**config.mk**
```make
export PLATFORM = sky130hd
export DESIGN_NAME = serial_arbiter
export DESIGN_NICKNAME = d
export VERILOG_FILES = /design/src/rtl/serial_arbiter.sv
export SDC_FILE = /design/constraint.sdc
export NUM_CORES = 1
export LEC_CHECK = 0
export BUFFER_PORTS_ARGS = -buffer_cell sky130_fd_sc_hd__buf_2
export CORE_MARGIN = 4
export CORE_UTILIZATION = 40
export CTS_CLUSTER_SIZE = 8
export DETAILED_ROUTE_END_ITERATION = 6
export GPL_TIMING_DRIVEN = 0
export PLACE_DENSITY = 0.77
export SYNTH_ARGS = -nofsm -noshare
export SYNTH_HDL_FRONTEND = slang
export SYNTH_SLANG_ARGS = --single-unit
```
**constraint.sdc**
```tcl
create_clock -name clk -period 2.4 [get_ports clk]
set_clock_uncertainty 0.15 [all_clocks]
set_input_delay 0 -clock clk [delete_from_list [all_inputs] [get_ports clk]]
set_output_delay 0 -clock clk [all_outputs]
set_load 0.01 [all_outputs]
```
**src/rtl/serial_arbiter.sv**
```systemverilog
// serial_arbiter: round-robin arbiter that serializes one requester's frame into a shared detector.
module serial_arbiter #(
  parameter int FRAME_LEN = 8
) (
  input  logic                   clk,
  input  logic                   rst,
  input  logic [3:0]             req,
  input  logic [4*FRAME_LEN-1:0] frame_data,
  input  logic [1:0]             det_out,
  output logic                   det_in,
  output logic                   det_rst,
  output logic [3:0]             gnt,
  output logic [3:0]             done,
  output logic [1:0]             result,
  output logic                   busy
);
  localparam int CW = $clog2(FRAME_LEN);
  if (FRAME_LEN < 2 || FRAME_LEN > 16) begin : g_bad_len
    $error("FRAME_LEN must be within 2..16");
  end
  typedef enum logic [1:0] {IDLE, LOAD, SHIFT, CAPTURE} state_t;
  state_t               state_q, state_d;
  logic [CW-1:0]        cnt_q, cnt_d;
  logic [FRAME_LEN-1:0] sr_q, sr_d;
  logic [1:0]           last_gnt_q, last_gnt_d;
  logic [3:0]           gnt_q, gnt_d, done_q, done_d;
  logic [1:0]           result_q, result_d;
  logic                 det_rst_q, det_rst_d;
  logic [1:0]           win, idx;
  logic                 found;
  always_ff @(posedge clk) begin
    if (!rst) begin
      state_q    <= IDLE;
      cnt_q      <= '0;
      sr_q       <= '0;
      last_gnt_q <= 2'd3;
      gnt_q      <= '0;
      done_q     <= '0;
      result_q   <= '0;
      det_rst_q  <= 1'b1;
    end else begin
      state_q    <= state_d;
      cnt_q      <= cnt_d;
      sr_q       <= sr_d;
      last_gnt_q <= last_gnt_d;
      gnt_q      <= gnt_d;
      done_q     <= done_d;
      result_q   <= result_d;
      det_rst_q  <= det_rst_d;
    end
  end
  // search starts one past the previous winner, so a held request yields to others
  always_comb begin
    win   = last_gnt_q;
    idx   = '0;
    found = 1'b0;
    for (int k = 1; k <= 4; k++) begin
      idx = last_gnt_q + 2'(k);
      if (!found && req[idx]) begin
        win   = idx;
        found = 1'b1;
      end
    end
  end
  always_comb begin
    state_d    = state_q;
    cnt_d      = cnt_q;
    sr_d       = sr_q;
    last_gnt_d = last_gnt_q;
    case (state_q)
      IDLE: begin
        state_d    = |req ? LOAD : IDLE;
        last_gnt_d = |req ? win : last_gnt_q;
      end
      LOAD: begin
        state_d = SHIFT;
        cnt_d   = '0;
        sr_d    = frame_data[int'(last_gnt_q)*FRAME_LEN +: FRAME_LEN];
      end
      SHIFT: begin
        sr_d    = sr_q << 1;
        cnt_d   = cnt_q + 1'b1;
        state_d = (cnt_q == CW'(FRAME_LEN-1)) ? CAPTURE : SHIFT;
      end
      default: state_d = IDLE;
    endcase
  end
  always_comb begin
    gnt_d     = (state_q == IDLE && |req) ? 4'b0001 << win : (state_q == CAPTURE ? 4'b0 : gnt_q);
    done_d    = (state_q == CAPTURE) ? gnt_q : 4'b0;
    result_d  = (state_q == CAPTURE) ? det_out : result_q;
    det_rst_d = (state_d == LOAD);
    det_in    = (state_q == SHIFT) && sr_q[FRAME_LEN-1];
    busy      = (state_q != IDLE);
  end
  assign det_rst = det_rst_q;
  assign gnt     = gnt_q;
  assign done    = done_q;
  assign result  = result_q;
endmodule

```
==> flow_summary.yaml <==
timing:
  maxSlewHeadroom_pct: 62.9
  final.period_utilization_pct: 84.1
  totalNegativeSetupSlack_ns: 0
  hold_viol: 0
  rsz0062_at_grt: "false"
  setup_violations: 0
  fin_crit_ns: 2.02
  max_freq_ghz: 0.495
  tightest_slew_ns: 0.555
  finalMaxSlewViolations: 0
clock_tree:
  post_cts_resized: 0
  clk_latency_ns: 0.31
  cts_tree: "done"
  cts_setup_buffers: 0
  cts_sinks: 26
  htree_levels: 1
  clock_path_buffers: 2
  cts_inserted_buffers: 3
  cts_root_buffer: "clkbuf_4"
  cts.clk_slew.worst_paths_ns: 0.13
setup_path:
  crit_family: "buffers and inverters"
  crit_type: "reg2reg"
  crit_path_top_delay_cell: "dlygate4sd3_1"
  required_ns: 2.46
  path_cells: "ha_1 > clkbuf_1 > mux2i_1 > nor2_1 > dlygate4sd3_1"
  max_stage_delay_ns: 0.55
  cp-end-kind: "flip-flop"
  worst_ep_arrival_time_ns: 2.08
  start_kind: "flip-flop"
  path_buf_inv: 2
  critPathMaxFanout: 10
power:
  power.density_nw_per_um2: 805
  p_leak_nw: 0.794
  max-vdd-ir-drop_mv: 0.310
die:
  rows: 20
  core_area_um2: 3130
  die-area_um2: 4350
  ioPinCount: 53
  die_w_um: 66.0
  start_util_pct: 43.0
  dieHeight_um: 66.0
global_route:
  use_met3_pct: 2.04
  top_usage_layer: "met2"
  grt_overflow: 0
  grtUsageMet2_pct: 30.3
  use_met1_pct: 19.7
  grt_pass1_wl_um: 5620
  grt_use_total_pct: 16.3
  grt_pass1_vias: 1277
  grt_max_degree: 14
  antenna_found_initial: 0
synth:
  netlist_instances: 128
  ys_types: 32
  yosys_most_used_dff: "dfxtp_1"
  synth.avg_cell_area_um2: 10.5
  seq_area_frac_synth_pct: 38.7
  synth_top_area_share_pct: 38.7
  synth_edf_count: 0
  syn_area_um2: 1340
  syn_nets: 174
  yosys-top-cells-count: "dfxtp_1 (26), a21oi_1 (12), o21ai_0 (11), mux2i_1 (9), mux4_2 (8)"
  ys_ff_latch: 26
  synth.largest_area_cell: "dfxtp_1"
  synth_most_common_cell: "dfxtp_1"
  synth_area_leaders: "dfxtp_1 (39%), mux4_2 (13%), mux2i_1 (6.7%)"
  postSynth.asyncResetShare_pct: 0
  ys_warn_count: 0
route:
  wl_per_cell_um: 14.3
  totalWireLength_um: 3340
  vias: 1212
  detail-route-antenna-nets: 0
  first_pass_iters: 4
  avgViaCountPerCell: 5.20
  drc: 0
  drtIter0Drc: 55
hold_path:
  hold_class: "in2reg"
place:
  post-dp-hpwl_um: 2690
  portBuffers: 51
  place_area_um2: 1650
  gp_congestion: 0.817
cells_and_area:
  syn_to_final_growth_pct: 30.0
  final_util_pct: 55.8
  final_net_count: 237
  design_area_um2: 1750
  diodes: 0
  nFillCells: 287
  drive_gt1_share_pct: 36.5
status:
  status: "finished clean"
flow_run:
  maxCapViolCount: 0
==> layer usage <==
metal / share of wire (%) / wire length (um)
met1: 41 / 1360
met2: 55 / 1820
met3: 4.0 / 134
met4: 0.51 / 17
met5: 0 / 0
==> flip-flops by register name, summed over array words and instances (netlist names) <==
register,flops
last_gnt_q,2
done,4
gnt,4
det_rst,1
state_q,2
cnt_q,3
sr_q,8
result,2
==> final timing paths <==
check	depth (start not counted)	slack, ns	end	from
min	4	0.007	gnt[3]	req[3]
min reg2reg	2	0.33	cnt_q[1]	cnt_q[1]
max reg2reg	5	0.38	result[1]	state_q[1]
max	5	0.38	result[1]	state_q[1]
==> area by class of cell <==
class                   count  area, um2  share of cell area, %
inverters                   5       18.8                   1.07
repair buffers             58        325                   18.6
clock buffers               3       22.5                   1.29
multi-input cells          88        757                   43.3
flip-flops and latches     26        520                   29.8
plain buffers               9       47.5                   2.72
well taps                  44       55.1                   3.15
==> repair_timing <==
action / in CTS / in global routing
hold buffers: 7 / 0
endpoints found under the setup margin: 0 / 0
hold endpoints to repair: 21 / 0
==> through the flow <==
stage	std cells	worst slack (ns)	hold WS, ns	total power [mW]
5_1_grt	233	0.290	0.0190	1.51
2_1_floorplan	128	0.866	-0.00275	1.04
4_1_cts	233	0.420	0.00273	1.41
3_5_place_dp	223	0.633	0.105	1.22
3_3_place_gp	223	0.725	0.0883	1.19
6_report	233	0.381	0.00711	1.41
==> placed cells by master (no fill, tap or decap) <==
cell,n
ha_1,6
o41ai_4,1
mux2i_1,9
or2b_1,1
mux4_2,8
clkbuf_1,4
nand4b_1,4
inv_1,4
a21o_2,2
or2_1,1
o211ai_1,1
nand2_1,2
o31ai_1,4
a221o_1,1
nand3_1,2
nor2_1,6
buf_2,53
and3_1,4
o21ai_0,11
nor2b_1,1
buf_6,1
a2bb2oi_1,1
clkbuf_4,3
and2_1,2
dfxtp_1,26
dlygate4sd3_1,7
a221oi_1,1
nand3b_1,2
nand2b_1,5
clkinv_1,1
o21a_1,1
buf_1,1
a21oi_1,12
buf_4,1
==> worst reg2reg max path: cells and delay by family, from the launching register on <==
kind / cells / cell delay [ns]
adders and majority gates: 1 / 0.16
and+or+nand+nor: 1 / 0.07
buffers and inverters: 2 / 0.87
DFF: 1 / 0.41
muxes: 1 / 0.26
==> cells by family after synthesis <==
logic type	after synthesis	share of synthesized area [%]
AO/OA/AOI/OAI	35	17.3
AND/OR/NAND/NOR	30	13.3
flip-flops	26	38.7
multiplexers	17	20.1
buffers and inverters	14	4.93
adder cells (fa/ha/maj)	6	5.59
==> power by group <==
group | switching, mW | internal, mW
Clock | 0.119 | 0.0586
Combinational | 0.318 | 0.314
Sequential | 0.0648 | 0.532
Note: power is estimated with default switching activity, not from simulation.
